File: config.mk
export PLATFORM = sky130hd
export DESIGN_NAME = dm_port_arbiter_flat
export DESIGN_NICKNAME = d
export VERILOG_FILES = /design/src/rtl/dm_port_arbiter_if.sv /design/src/rtl/dm_port_arbiter.sv /design/src/flat_wrapper.sv
export SDC_FILE = /design/constraint.sdc
export NUM_CORES = 1
export LEC_CHECK = 0
export CAP_MARGIN = 0
export CORE_MARGIN = 2
export CORE_UTILIZATION = 31
export DETAILED_ROUTE_END_ITERATION = 16
export GPL_ROUTABILITY_DRIVEN = 0
export PLACE_DENSITY = 0.84
export SYNTH_ARGS = -nofsm -noshare
export SYNTH_HDL_FRONTEND = slang
export SYNTH_SLANG_ARGS = --single-unit
File: constraint.sdc
create_clock -name clk -period 1.9 [get_ports clk]
set_input_delay 0.19 -clock clk [delete_from_list [all_inputs] [get_ports clk]]
set_output_delay 0.19 -clock clk [all_outputs]
set_load 0.02 [all_outputs]
File: src/rtl/dm_port_arbiter_if.sv
// -----------------------------------------------------------------------------
// dm_port_arbiter_if
// Request/response bundle for the two data-memory requesters.
//   port 0 : pipeline MEM stage     (req0/we0/addr0/wdata0 -> gnt0/rvalid0/rdata0/err0)
//   port 1 : DMA / debug loader     (req1/we1/addr1/wdata1 -> gnt1/rvalid1/rdata1/err1)
// modport master : requester side (drives requests, observes responses)
// modport slave  : arbiter side   (observes requests, drives responses)
// -----------------------------------------------------------------------------
interface dm_port_arbiter_if;
    logic        req0;
    logic        we0;
    logic [31:0] addr0;
    logic [31:0] wdata0;
    logic        gnt0;
    logic        rvalid0;
    logic [31:0] rdata0;
    logic        err0;

    logic        req1;
    logic        we1;
    logic [31:0] addr1;
    logic [31:0] wdata1;
    logic        gnt1;
    logic        rvalid1;
    logic [31:0] rdata1;
    logic        err1;

    modport master (
        output req0, we0, addr0, wdata0,
        output req1, we1, addr1, wdata1,
        input  gnt0, rvalid0, rdata0, err0,
        input  gnt1, rvalid1, rdata1, err1
    );

    modport slave (
        input  req0, we0, addr0, wdata0,
        input  req1, we1, addr1, wdata1,
        output gnt0, rvalid0, rdata0, err0,
        output gnt1, rvalid1, rdata1, err1
    );
endinterface

File: src/rtl/dm_port_arbiter.sv
// -----------------------------------------------------------------------------
// dm_port_arbiter
// Shares one single-port, word-addressed data memory between two requesters
// with round-robin arbitration (one grant per cycle), a registered read
// return, and a clear sequencer that zero-fills the whole memory.
//
// Ports:
//   clk        system clock, rising edge
//   reset      asynchronous active-low reset
//   bus        requester bundle (dm_port_arbiter_if.slave)
//   clr_start  pulse: start a full-memory zero fill
//   clr_busy   high during every clear write cycle
//   clr_done   one-cycle pulse after the last clear write
//   mem_addr   byte address to memory
//   mem_wdata  write data to memory
//   mem_we     memory write enable
//   mem_rdata  combinational read data from memory
// -----------------------------------------------------------------------------
module dm_port_arbiter #(
    parameter int DEPTH = 1024,
    parameter int AW    = 10
) (
    input  logic                 clk,
    input  logic                 reset,
    dm_port_arbiter_if.slave     bus,
    input  logic                 clr_start,
    output logic                 clr_busy,
    output logic                 clr_done,
    output logic [31:0]          mem_addr,
    output logic [31:0]          mem_wdata,
    output logic                 mem_we,
    input  logic [31:0]          mem_rdata
);

    typedef enum logic {IDLE, CLEAR} state_t;

    state_t        state;
    logic          rr_last;     // index of the most recently granted port
    logic [AW-1:0] cnt;

    logic          arb_ok;
    logic          gnt0_c;
    logic          gnt1_c;
    logic          in_range0;
    logic          in_range1;
    logic [31:0]   word0;
    logic [31:0]   word1;

    logic          vld0_p1;
    logic          vld1_p1;
    logic          err0_p1;
    logic          err1_p1;
    logic [31:0]   rdata0_p1;
    logic [31:0]   rdata1_p1;
    logic          done_p1;

    function automatic logic word_in_range(input logic [31:0] word);
        return word < 32'(DEPTH);
    endfunction

    // The shift drops addr[1:0]: every access is word-aligned.
    assign word0     = bus.addr0 >> 2;
    assign word1     = bus.addr1 >> 2;
    assign in_range0 = word_in_range(word0);
    assign in_range1 = word_in_range(word1);

    // A clear command in IDLE wins over both requesters for that cycle; grants
    // are also held off while reset is asserted so nothing reaches the memory.
    always_comb begin
        arb_ok = reset && (state == IDLE) && !clr_start;
        gnt0_c = arb_ok && bus.req0 && (!bus.req1 || rr_last);
        gnt1_c = arb_ok && bus.req1 && (!bus.req0 || !rr_last);
    end

    assign bus.gnt0 = gnt0_c;
    assign bus.gnt1 = gnt1_c;

    always_comb begin
        mem_addr  = 32'd0;
        mem_wdata = 32'd0;
        mem_we    = 1'b0;
        if (reset && (state == CLEAR)) begin
            mem_addr  = 32'({cnt, 2'b00});
            mem_wdata = 32'd0;
            mem_we    = 1'b1;
        end else if (gnt0_c) begin
            mem_addr  = word0 << 2;
            mem_wdata = bus.wdata0;
            mem_we    = bus.we0 && in_range0;
        end else if (gnt1_c) begin
            mem_addr  = word1 << 2;
            mem_wdata = bus.wdata1;
            mem_we    = bus.we1 && in_range1;
        end
    end

    // ---- grant cycle (p0) -> return cycle (p1) ----
    always_ff @(posedge clk or negedge reset) begin
        if (!reset) begin
            state     <= IDLE;
            rr_last   <= 1'b1;
            cnt       <= '0;
            vld0_p1   <= 1'b0;
            vld1_p1   <= 1'b0;
            err0_p1   <= 1'b0;
            err1_p1   <= 1'b0;
            rdata0_p1 <= 32'd0;
            rdata1_p1 <= 32'd0;
            done_p1   <= 1'b0;
        end else begin
            vld0_p1 <= gnt0_c && !bus.we0;
            vld1_p1 <= gnt1_c && !bus.we1;
            err0_p1 <= gnt0_c && !in_range0;
            err1_p1 <= gnt1_c && !in_range1;
            // rdataN only moves on a read of that port; out-of-range reads return 0.
            if (gnt0_c && !bus.we0)
                rdata0_p1 <= in_range0 ? mem_rdata : 32'd0;
            if (gnt1_c && !bus.we1)
                rdata1_p1 <= in_range1 ? mem_rdata : 32'd0;
            done_p1 <= 1'b0;

            case (state)
                IDLE: begin
                    if (clr_start) begin
                        state <= CLEAR;
                        cnt   <= '0;
                    end else if (gnt0_c) begin
                        rr_last <= 1'b0;
                    end else if (gnt1_c) begin
                        rr_last <= 1'b1;
                    end
                end
                CLEAR: begin
                    cnt <= cnt + AW'(1);
                    // Leave on the last index so the counter never wraps.
                    if (cnt == AW'(DEPTH - 1)) begin
                        state   <= IDLE;
                        done_p1 <= 1'b1;
                    end
                end
                default: state <= IDLE;
            endcase
        end
    end

    assign bus.rvalid0 = vld0_p1;
    assign bus.rvalid1 = vld1_p1;
    assign bus.rdata0  = rdata0_p1;
    assign bus.rdata1  = rdata1_p1;
    assign bus.err0    = err0_p1;
    assign bus.err1    = err1_p1;
    assign clr_busy    = (state == CLEAR);
    assign clr_done    = done_p1;

endmodule

File: src/flat_wrapper.sv
// flat-port wrapper written by rule: the top's interface ports become plain ports
module dm_port_arbiter_flat 
#(
    parameter int DEPTH = 1024,
    parameter int AW    = 10
)
  (clk, reset, clr_start, clr_busy, clr_done, mem_addr, mem_wdata, mem_we, mem_rdata, bus_req0, bus_we0, bus_addr0, bus_wdata0, bus_req1, bus_we1, bus_addr1, bus_wdata1, bus_gnt0, bus_rvalid0, bus_rdata0, bus_err0, bus_gnt1, bus_rvalid1, bus_rdata1, bus_err1);
  dm_port_arbiter_if bus_i ();
  input  logic clk;
  input  logic reset;
  input  logic clr_start;
  output logic clr_busy;
  output logic clr_done;
  output logic [31:0] mem_addr;
  output logic [31:0] mem_wdata;
  output logic mem_we;
  input  logic [31:0] mem_rdata;
  input wire logic [$bits(bus_i.req0)-1:0] bus_req0;
  input wire logic [$bits(bus_i.we0)-1:0] bus_we0;
  input wire logic [$bits(bus_i.addr0)-1:0] bus_addr0;
  input wire logic [$bits(bus_i.wdata0)-1:0] bus_wdata0;
  input wire logic [$bits(bus_i.req1)-1:0] bus_req1;
  input wire logic [$bits(bus_i.we1)-1:0] bus_we1;
  input wire logic [$bits(bus_i.addr1)-1:0] bus_addr1;
  input wire logic [$bits(bus_i.wdata1)-1:0] bus_wdata1;
  output wire logic [$bits(bus_i.gnt0)-1:0] bus_gnt0;
  output wire logic [$bits(bus_i.rvalid0)-1:0] bus_rvalid0;
  output wire logic [$bits(bus_i.rdata0)-1:0] bus_rdata0;
  output wire logic [$bits(bus_i.err0)-1:0] bus_err0;
  output wire logic [$bits(bus_i.gnt1)-1:0] bus_gnt1;
  output wire logic [$bits(bus_i.rvalid1)-1:0] bus_rvalid1;
  output wire logic [$bits(bus_i.rdata1)-1:0] bus_rdata1;
  output wire logic [$bits(bus_i.err1)-1:0] bus_err1;
  assign bus_i.req0 = bus_req0;
  assign bus_i.we0 = bus_we0;
  assign bus_i.addr0 = bus_addr0;
  assign bus_i.wdata0 = bus_wdata0;
  assign bus_i.req1 = bus_req1;
  assign bus_i.we1 = bus_we1;
  assign bus_i.addr1 = bus_addr1;
  assign bus_i.wdata1 = bus_wdata1;
  assign bus_gnt0 = bus_i.gnt0;
  assign bus_rvalid0 = bus_i.rvalid0;
  assign bus_rdata0 = bus_i.rdata0;
  assign bus_err0 = bus_i.err0;
  assign bus_gnt1 = bus_i.gnt1;
  assign bus_rvalid1 = bus_i.rvalid1;
  assign bus_rdata1 = bus_i.rdata1;
  assign bus_err1 = bus_i.err1;
  dm_port_arbiter #(.DEPTH(DEPTH), .AW(AW)) u_core (.clk(clk), .reset(reset), .bus(bus_i), .clr_start(clr_start), .clr_busy(clr_busy), .clr_done(clr_done), .mem_addr(mem_addr), .mem_wdata(mem_wdata), .mem_we(mem_we), .mem_rdata(mem_rdata));
endmodule
==> results.json, run 1 <==
{
  "grt_pass1_vias": 5504,
  "crit_chain": "or3b_4 -> nor3b_4 -> buf_12 -> buf_6 -> buf_16 -> a22o_1 -> buf_6",
  "grt_usage_pct": 29.7,
  "ant_nets": 0,
  "drc": 0,
  "ys_types": 33,
  "dieArea_sq_um": 14200,
  "vdd_drop_max_mv": 0.402,
  "ys_ff_latch": 81,
  "h-tree-depth": 3,
  "via_per_inst": 5.74,
  "relSlewSlack_pct": 43.7,
  "synthCells": 405,
  "hold_ws_ns": 0.0745,
  "syn_area_per_cell_sq_um": 10.2,
  "hold_class": "in -> async",
  "final_nets": 929,
  "async_reset_ff_share_pct": 100,
  "hold_violations": 0,
  "clock-root-buffer": "clkbuf_16",
  "mostFrequentLayoutCells": "clkdlybuf4s50_1 (231), dfrtp_1 (79), buf_6 (75)",
  "synth_edf_count": 0,
  "violations": "negative setup slack",
  "ys_warn_count": 0,
  "critical_path_required_ns": 1.71,
  "tritoncts": "done",
  "worstPathBufferInverterCount": 4,
  "p_leak_nw": 4.40,
  "fin_crit_ns": 2.36,
  "cts_sinks": 81,
  "cpPeakStageDelay_ns": 0.41,
  "core_sq_um": 13100,
  "cts.reportedPaths.clkPinSlew_ns": 0.07,
  "outcome": "finished, violations left",
  "rsz0062_at_grt": "yes",
  "cts_inserted_buffers": 9,
  "routedWlPerCell_um": 26.9,
  "routed_wl_um": 25300,
  "rows": 42,
  "start_util_pct": 31.4,
  "crit_fanout": 8,
  "seq_area_frac_synth_pct": 49.3,
  "maxCapViolations": 0,
  "gr-total-overflow": 0,
  "rrSetupSlack_ns": -0.36,
  "crit_type": "reg -> out",
  "tightest_slew_ns": 0.845,
  "report.final.slew_viol_count": 0,
  "setup_ws_ns": -0.458,
  "synthFlopType": "dfrtp_1",
  "cp-end-kind": "output pin",
  "syn-cell-area_sq_um": 4110,
  "drive_gt1_share_pct": 43.2,
  "worstSetupStartpointType": "flip-flop",
  "drt_iter0_drc": 521,
  "skew_ns": 0.0158,
  "dpl.hpwl_um": 12900,
  "cp_top_family": "simple AND/OR/NAND/NOR gates",
  "grt_pass1_wl_um": 32400,
  "mostFrequentLayoutCell": "clkdlybuf4s50_1",
  "grt_max_degree": 51,
  "arrival_ns": 2.17,
  "io_buffer_count": 297,
  "clk_latency_ns": 0.34,
  "clock.fmax_mhz": 424,
  "cts.path.max_buffers": 2,
  "vias": 5415,
  "die_w_um": 119,
  "period_share_pct": 124,
  "slowest_stage": "dfrtp_2",
  "die_height_um": 119,
  "antenna_found_initial": 1,
  "area_delta_synth_final_pct": 153,
  "num_io_pins": 304,
  "p_per_area_nw_per_um2": 458,
  "drt_pre_antenna_iters": 5,
  "setup_viol": 131,
  "crit_top_cell": "buf_6",
  "pre_cts_slack_ns": -0.714
}
==> what timing repair did <==
action | CTS | global route
setup endpoints to repair | 131 | 132
buffers inserted | 30 | 15
gates cloned | 20 | 8
pin swaps | 42 | 34
hold buffers | 2 | 0
hold endpoints to repair | 12 | 0
gates resized for setup | 483 | 158
==> report_power, final <==
group | internal [mW] | total (mW) | switching [mW]
clock | 1.08 | 1.87 | 0.793
combinational | 0.536 | 0.941 | 0.405
sequential | 1.81 | 1.96 | 0.156
==> worst paths after layout <==
path | from | to | cells after the start
max | u_core.clr_busy | mem_addr[18] | 7
min | reset | u_core.rr_last | 2
max reg2reg | u_core.clr_busy | u_core.bus.rdata1[17] | 10
min reg2reg | u_core.bus.rdata0[5] | u_core.bus.rdata0[5] | 1
max in group asynchronous | reset | u_core.clr_busy | 3
min in group clk | mem_rdata[5] | u_core.bus.rdata0[5] | 3
==> through the flow <==
stage	cells	area [sq um]	power, mW	setup TNS, ns	util, %
final	943	10400	4.77	-42.21	79.7
after global routing	943	10400	4.94	-48.94	79.7
after CTS	931	9420	4.67	-37.55	72.0
after detailed placement	866	7670	2.83	-77.28	58.6
after global placement	866	7670	2.80	-71.26	58.6
after floorplan	406	4450	2.23	-3.38	-
==> synth_stat cells, types with 2 or more instances <==
| master | number | share of area (%) |
|---|---|---|
| a32oi_1 | 10 | 2.1 |
| o21ai_0 | 6 | 0.73 |
| nand3_1 | 5 | 0.61 |
| dfrtp_1 | 80 | 49 |
| nand2b_1 | 2 | 0.30 |
| nor3b_2 | 2 | 0.61 |
| and2_1 | 2 | 0.30 |
| nor2_1 | 6 | 0.55 |
| nand2_1 | 99 | 9.0 |
| buf_2 | 12 | 1.5 |
| nor4_1 | 10 | 1.5 |
| inv_1 | 2 | 0.18 |
| xor2_1 | 2 | 0.43 |
| o2bb2ai_1 | 64 | 14 |
| mux2i_1 | 2 | 0.49 |
| a22o_1 | 53 | 11 |
| buf_1 | 6 | 0.55 |
| buf_4 | 2 | 0.36 |
| nand4_1 | 3 | 0.46 |
| and3_1 | 4 | 0.61 |
| clkinv_2 | 2 | 0.24 |
| clkbuf_1 | 12 | 1.1 |
| buf_6 | 7 | 1.9 |
| xnor2_1 | 3 | 0.64 |
==> flip-flops by register name (all words and copies together) (netlist names) <==
name	cells
u_core.cnt	10
u_core.rr_last	1
u_core.bus.err1	1
u_core.bus.rdata0	32
u_core.bus.rvalid1	1
u_core.clr_busy	1
u_core.clr_done	1
u_core.bus.rvalid0	1
u_core.bus.err0	1
u_core.bus.rdata1	32
==> layer usage <==
layer	track usage, %	routed length, um	up-vias
met5	0	0	-
met4	10.6	1220	0
met3	7.28	1980	103
met2	50.7	12900	382
met1	36.5	9230	2672
li1	-	-	2258
==> logic make-up (layout without fill, tap and decap cells) <==
kind of cell / after synthesis / in the layout / share of synthesized area (%)
other: 1 / 3 / 0.0912
adders and majority gates: 1 / 1 / 0.304
DFF: 81 / 81 / 49.3
xor gates and xnor gates: 5 / 5 / 1.06
muxes: 2 / 2 / 0.487
buffers and inverters: 43 / 403 / 5.81
AOI/OAI and AO/OA: 136 / 136 / 28.4
and+or+nand+nor: 136 / 136 / 14.5
==> cell type report <==
type / instances / area [sq um]
repair buffers: 383 / 4440
inverters: 4 / 40.0
flip-flops and latches: 81 / 2030
clock buffers: 10 / 239
well taps: 176 / 220
multi-input cells: 282 / 3380
fillers: 663 / 2660
diodes: 1 / 2.50
clock inverters: 6 / 72.6
(Power assumes the default switching activity.)
==> run 2, diff against run 1 <==
--- a/config.mk
+++ b/config.mk
@@ -5,12 +5,13 @@
 export SDC_FILE = /design/constraint.sdc
 export NUM_CORES = 1
 export LEC_CHECK = 0
+export ABC_AREA = 1
 export CAP_MARGIN = 0
 export CORE_MARGIN = 2
-export CORE_UTILIZATION = 31
+export CORE_UTILIZATION = 33
 export DETAILED_ROUTE_END_ITERATION = 16
 export GPL_ROUTABILITY_DRIVEN = 0
-export PLACE_DENSITY = 0.84
+export PLACE_DENSITY = 0.85
 export SYNTH_ARGS = -nofsm -noshare
 export SYNTH_HDL_FRONTEND = slang
 export SYNTH_SLANG_ARGS = --single-unit
==> run 2 against run 1 <==
- the flow still finishes with violations (negative setup slack)
- critical path depth up 1
- routed wire length down 8.4%
- synthesized cell count up 70%
- sequential share of layout area up 2.6 points
- non-clock buffer count down 21
- count of clock-buffer cells in the layout up 2
==> results.json, run 2 <==
{
  "cts_sinks": 81,
  "crit_type": "reg -> out",
  "drt_pre_antenna_iters": 8,
  "vias": 6197,
  "worstPathBufferInverterCount": 4,
  "crit_chain": "inv_2 -> a21oi_4 -> nand2_4 -> clkinv_8 -> buf_12 -> nand2_2 -> o21ai_1 -> buf_4",
  "synth_edf_count": 0,
  "grt_usage_pct": 27.0,
  "routed_wl_um": 23200,
  "cp_top_family": "flip-flops",
  "place_inst": 1173,
  "maxCapViolations": 0,
  "stdcell_count": 1206,
  "setup_ws_ns": -0.125,
  "cpPeakStageDelay_ns": 0.55,
  "slowest_stage": "dfstp_2",
  "cp.depth": 8,
  "critical_path_required_ns": 1.71,
  "die_w_um": 121,
  "drc": 0,
  "ctsHoldBuffers": 0,
  "die_height_um": 121,
  "grt_pass1_vias": 5637,
  "fin_tns_setup_ns": -4.05,
  "drive_gt1_share_pct": 24.7,
  "rsz0062_at_grt": "yes",
  "antenna_found_initial": 0,
  "synth_top_area_share_pct": 44.0,
  "cts.reportedPaths.clkPinSlew_ns": 0.06,
  "cts.path.max_buffers": 2,
  "clk_latency_ns": 0.33,
  "fin_crit_ns": 2.02,
  "ant_nets": 0,
  "tritoncts": "done",
  "place_area_sq_um": 7990,
  "yosys-top-cells-count": "nand2_1 (352), dfrtp_1 (80), nor2_1 (63)",
  "cp-end-kind": "output pin",
  "hold_class": "in -> async",
  "grt_pass1_wl_um": 30400,
  "rr_worst_depth": 10,
  "synth_top_area_cell": "dfrtp_1",
  "synthFlopType": "dfrtp_1",
  "gr-total-overflow": 0,
  "report.final.slew_viol_count": 0,
  "h-tree-depth": 3,
  "grt_max_degree": 58,
  "setup_viol": 61,
  "syn-cell-area_sq_um": 4550,
  "cts_inserted_buffers": 9,
  "reg2reg_from": "u_core.rr_last",
  "mostFrequentLayoutCells": "nand2_1 (273), clkdlybuf4s50_1 (231), dfrtp_1 (80)",
  "relSlewSlack_pct": 50.9,
  "synthMostInstantiatedCell": "nand2_1",
  "p_per_area_nw_per_um2": 528,
  "drt_iter0_drc": 523,
  "async_reset_ff_share_pct": 100,
  "total_power_mw": 4.85,
  "rows": 42,
  "io_buffer_count": 297,
  "ys_ff_latch": 81,
  "outcome": "finished, violations left",
  "reg2reg_to": "u_core.bus.rdata1[23]",
  "start_util_pct": 34.1,
  "dieArea_sq_um": 14700,
  "clock.fmax_mhz": 494,
  "rrSetupSlack_ns": 0.05,
  "core_sq_um": 13300,
  "synth_area_leaders": "dfrtp_1 (44%), nand2_1 (29%), nor2_1 (5.2%)",
  "vdd_drop_max_mv": 0.438,
  "tightest_slew_ns": 0.737,
  "clock-root-buffer": "clkbuf_16",
  "ys_warn_count": 0,
  "dpl.hpwl_um": 14500,
  "synthCells": 688,
  "ys_types": 25,
  "routedWlPerCell_um": 19.2,
  "area_delta_synth_final_pct": 102,
  "skew_ns": 0.00748,
  "via_per_inst": 5.14,
  "finalInstanceArea_sq_um": 9200,
  "syn_area_per_cell_sq_um": 6.61,
  "worstSetupStartpointType": "flip-flop",
  "insertedDiodeCount": 0,
  "crit_fanout": 7,
  "period_share_pct": 107,
  "final_nets": 1193,
  "mostFrequentLayoutCell": "nand2_1",
  "num_io_pins": 304,
  "seq_area_frac_synth_pct": 44.6,
  "hold_violations": 0,
  "violations": "negative setup slack",
  "p_leak_nw": 4.82,
  "arrival_ns": 1.83
}
==> run 2: cell count changes after synthesis, sizes merged, moves of 5 or more <==
cell     change
nand2      +253
nor4        -10
a22o        -52
o2bb2ai     -64
a21oi        +5
a32oi       -10
inv         +60
o21ai       +11
nand3       +17
nand4       +32
nor2        +59
==> run 2: how the worst max path moves through the flow <==
| stage | startpoint | slack (ns) | endpoint |
|---|---|---|---|
| global route | u_core.rr_last | -0.15 | mem_wdata[23] |
| floorplan | u_core.clr_busy | 0.18 | mem_addr[16] |
| CTS | u_core.rr_last | -0.14 | mem_addr[20] |
| finish | u_core.rr_last | -0.12 | mem_addr[20] |
| global placement | bus_req0 | -0.37 | mem_wdata[13] |
| detailed placement | clr_start | -0.40 | mem_addr[31] |
==> run 2: report_power, final <==
part	total, mW	leakage [nW]	internal [mW]	switching [mW]
clock network	1.76	0.149	1.09	0.673
registers	1.97	1.10	1.83	0.142
logic	1.12	3.57	0.590	0.532
==> run 2: cell families after synthesis <==
logic type                 Yosys count  share of synthesized area, %
and+or+nand+nor                    476                          42.0
adders and majority gates            1                         0.275
buffers and inverters              101                          9.68
AOI/OAI and AO/OA                   28                          3.38
other                                1                        0.0825
DFF                                 81                          44.6
==> run 2: cell type report <==
type                       count  area, sq um
timing repair buffer         362         3780
sequential                    81         2030
clock buffer                  12          256
inverter                      63          262
fill                         967         4150
clock inverter                 4         51.3
tap                          176          220
multi-input combinational    507         2590
timing repair inverter         1         8.76
==> run 2: worst register-to-register path, delay by kind of cell (launching register included) <==
kind | cells | cell delay (ns)
AO/OA/AOI/OAI | 1 | 0.06
AND/OR/NAND/NOR | 5 | 0.48
flip-flops | 1 | 0.55
buffers and inverters | 4 | 0.64
==> run 2: what timing repair did <==
| item | CTS | global route |
|---|---|---|
| pin swaps | 7 | 18 |
| setup endpoints to repair | 65 | 65 |
| cloned | 5 | 7 |
| hold endpoints to repair | 0 | 0 |
| resized for setup | 421 | 114 |
| buffers inserted | 6 | 5 |
==> run 2: through the flow <==
step / util [%] / setup slack [ns] / hold slack [ns]
detailed placement: 59.9 / -0.400 / 0.363
CTS: 65.4 / -0.141 / 0.0102
global route: 68.9 / -0.145 / 0.0287
floorplan: - / 0.184 / -0.106
global placement: 59.9 / -0.369 / 0.374
finish: 68.9 / -0.125 / 0.00245
==> run 2: metal layers <==
| layer | global-route usage (%) | up-vias | wire [um] |
|---|---|---|---|
| met5 | 0 | - | 0 |
| met2 | 41.5 | 434 | 10900 |
| li1 | - | 2790 | - |
| met4 | 8.33 | 0 | 820 |
| met3 | 9.92 | 78 | 2720 |
| met1 | 35.4 | 2895 | 8800 |
==> run 3, diff against run 2 <==
--- a/config.mk
+++ b/config.mk
@@ -7,11 +7,13 @@
 export LEC_CHECK = 0
 export ABC_AREA = 1
 export CAP_MARGIN = 0
-export CORE_MARGIN = 2
-export CORE_UTILIZATION = 33
+export CELL_PAD_IN_SITES_DETAIL_PLACEMENT = 2
+export CELL_PAD_IN_SITES_GLOBAL_PLACEMENT = 2
+export CORE_MARGIN = 8
+export CORE_UTILIZATION = 15
 export DETAILED_ROUTE_END_ITERATION = 16
 export GPL_ROUTABILITY_DRIVEN = 0
-export PLACE_DENSITY = 0.85
+export PLACE_DENSITY = 0.82
 export SYNTH_ARGS = -nofsm -noshare
 export SYNTH_HDL_FRONTEND = slang
 export SYNTH_SLANG_ARGS = --single-unit
==> run 3 against run 2 <==
- the flow still finishes with violations (negative setup slack)
- combinational power about the same
- first-iteration DRC count down 68%
- cell area grew 2.1%
- clock power barely moved
- critical path type unchanged
- critical endpoint is now mem_wdata[31]
==> results.json, run 3 (synthesis results as in run 2) <==
{
  "skew_ns": 0.00888,
  "drt_pre_antenna_iters": 4,
  "dpl.hpwl_um": 21600,
  "via_per_inst": 4.17,
  "core_sq_um": 29700,
  "crit_chain": "inv_2 -> a21oi_4 -> nand2_4 -> inv_6 -> buf_12 -> clkbuf_16 -> nand2_1 -> nand2_1 -> buf_6",
  "ant_nets": 0,
  "drive_gt1_share_pct": 23.6,
  "arrival_ns": 1.84,
  "rr_worst_depth": 11,
  "clock.fmax_mhz": 493,
  "clock-root-buffer": "clkbuf_16",
  "cts.path.max_buffers": 2,
  "cp.depth": 9,
  "clk_latency_ns": 0.34,
  "cpPeakStageDelay_ns": 0.55,
  "worstPathBufferInverterCount": 5,
  "tritoncts": "done",
  "setup_viol": 58,
  "p_per_area_nw_per_um2": 510,
  "mostFrequentLayoutCell": "nand2_1",
  "area_delta_synth_final_pct": 106,
  "gr-total-overflow": 0,
  "p_leak_nw": 4.75,
  "vdd_drop_max_mv": 0.357,
  "critPathCapture": "mem_wdata[31]",
  "crit_fanout": 7,
  "mostFrequentLayoutCells": "nand2_1 (287), clkdlybuf4s50_1 (231), dfrtp_1 (80)",
  "grt_usage_pct": 15.4,
  "grt_pass1_wl_um": 42300,
  "hold_violations": 0,
  "hold_class": "in -> async",
  "tightest_slew_ns": 0.901,
  "fin_crit_ns": 2.03,
  "report.final.slew_viol_count": 0,
  "cp-end-kind": "output pin",
  "finalInstanceArea_sq_um": 9390,
  "cts.reportedPaths.clkPinSlew_ns": 0.07,
  "crit_type": "reg -> out",
  "grt_max_degree": 65,
  "rsz0062_at_grt": "yes",
  "place_area_sq_um": 8330,
  "rows": 63,
  "reg2reg_to": "u_core.bus.rdata0[19]",
  "drc": 0,
  "drt_iter0_drc": 165,
  "antenna_found_initial": 2,
  "setup_ws_ns": -0.130,
  "worstSetupStartpointType": "flip-flop",
  "vias": 5935,
  "critical_path_required_ns": 1.71,
  "relSlewSlack_pct": 39.9,
  "slowest_stage": "dfstp_2",
  "cts_inserted_buffers": 9,
  "period_share_pct": 107,
  "die_height_um": 190,
  "dieArea_sq_um": 36100,
  "cp_top_family": "buffers and inverters",
  "hold_ws_ns": 0.178,
  "die_w_um": 190,
  "num_io_pins": 304,
  "cts_sinks": 81,
  "crit_top_cell": "nand2_1",
  "grt_pass1_vias": 6853,
  "routed_wl_um": 28700,
  "rrSetupSlack_ns": 0.14,
  "outcome": "finished, violations left",
  "final_nets": 1194,
  "h-tree-depth": 3,
  "start_util_pct": 15.3,
  "maxCapViolations": 0,
  "violations": "negative setup slack",
  "routedWlPerCell_um": 20.2,
  "io_buffer_count": 297,
  "crit_start": "u_core.rr_last",
  "reg2reg_from": "u_core.clr_busy"
}
-- run 3: worst register-to-register path: stages (launching register included) --
cell and delay (ns):
dfrtp_1 0.39, inv_2 0.07, nand2_2 0.06, nor2_4 0.18, buf_4 0.14, buf_4 0.09
buf_4 0.10, nand3_2 0.12, inv_2 0.13, buf_12 0.17, nand4_1 0.12, nand2_1 0.12
-- run 3: how the worst min path moves through the flow --
stage / to
after floorplan: u_core.bus.err0
after global placement: u_core.bus.rdata0[6]
after detailed placement: u_core.bus.rdata0[6]
after CTS: u_core.cnt[3]
after global routing: u_core.cnt[3]
final: u_core.cnt[6]
-- run 3: repair_timing --
item,4_1_cts,5_1_grt
pin swaps,8,24
endpoints found under the setup margin,65,95
buffers inserted,9,2
cloned,5,2
gates resized for setup,427,98
endpoints found under the hold margin,17,0
hold buffers,1,0
-- run 3: cell type report --
cell class | instances | area (sq um)
fill | 3368 | 20300
timing repair buffer | 364 | 3850
multi-input combinational | 507 | 2480
sequential | 81 | 2030
tap | 390 | 488
inverter | 63 | 256
clock buffer | 11 | 233
clock inverter | 5 | 56.3
antenna | 2 | 5.00
-- run 3: stage by stage --
stage          utilization, %  power, mW  worst slack (ns)  TNS (ns)  std cells
2_1_floorplan               -       2.30             0.184         0        689
6_report                 31.6       4.78            -0.130     -4.12       1423
5_1_grt                  31.6       5.04            -0.201     -8.90       1423
3_3_place_gp             28.0       2.96            -0.501    -26.79       1389
4_1_cts                  30.3       4.85            -0.152     -6.61       1418
3_5_place_dp             28.0       2.99            -0.553    -33.65       1389
-- run 3: report_power, final --
part	internal [mW]	switching, mW	leakage, nW
Clock	1.02	0.733	0.140
Combinational	0.588	0.499	3.51
Sequential	1.83	0.122	1.10
-- run 3: metal layers --
layer | wire length [um] | global-route usage, % | share of wire (%)
met5 | 0 | 0 | 0
met4 | 993 | 5.40 | 3.5
met3 | 1280 | 3.44 | 4.5
met2 | 14600 | 27.3 | 51
met1 | 11800 | 17.9 | 41
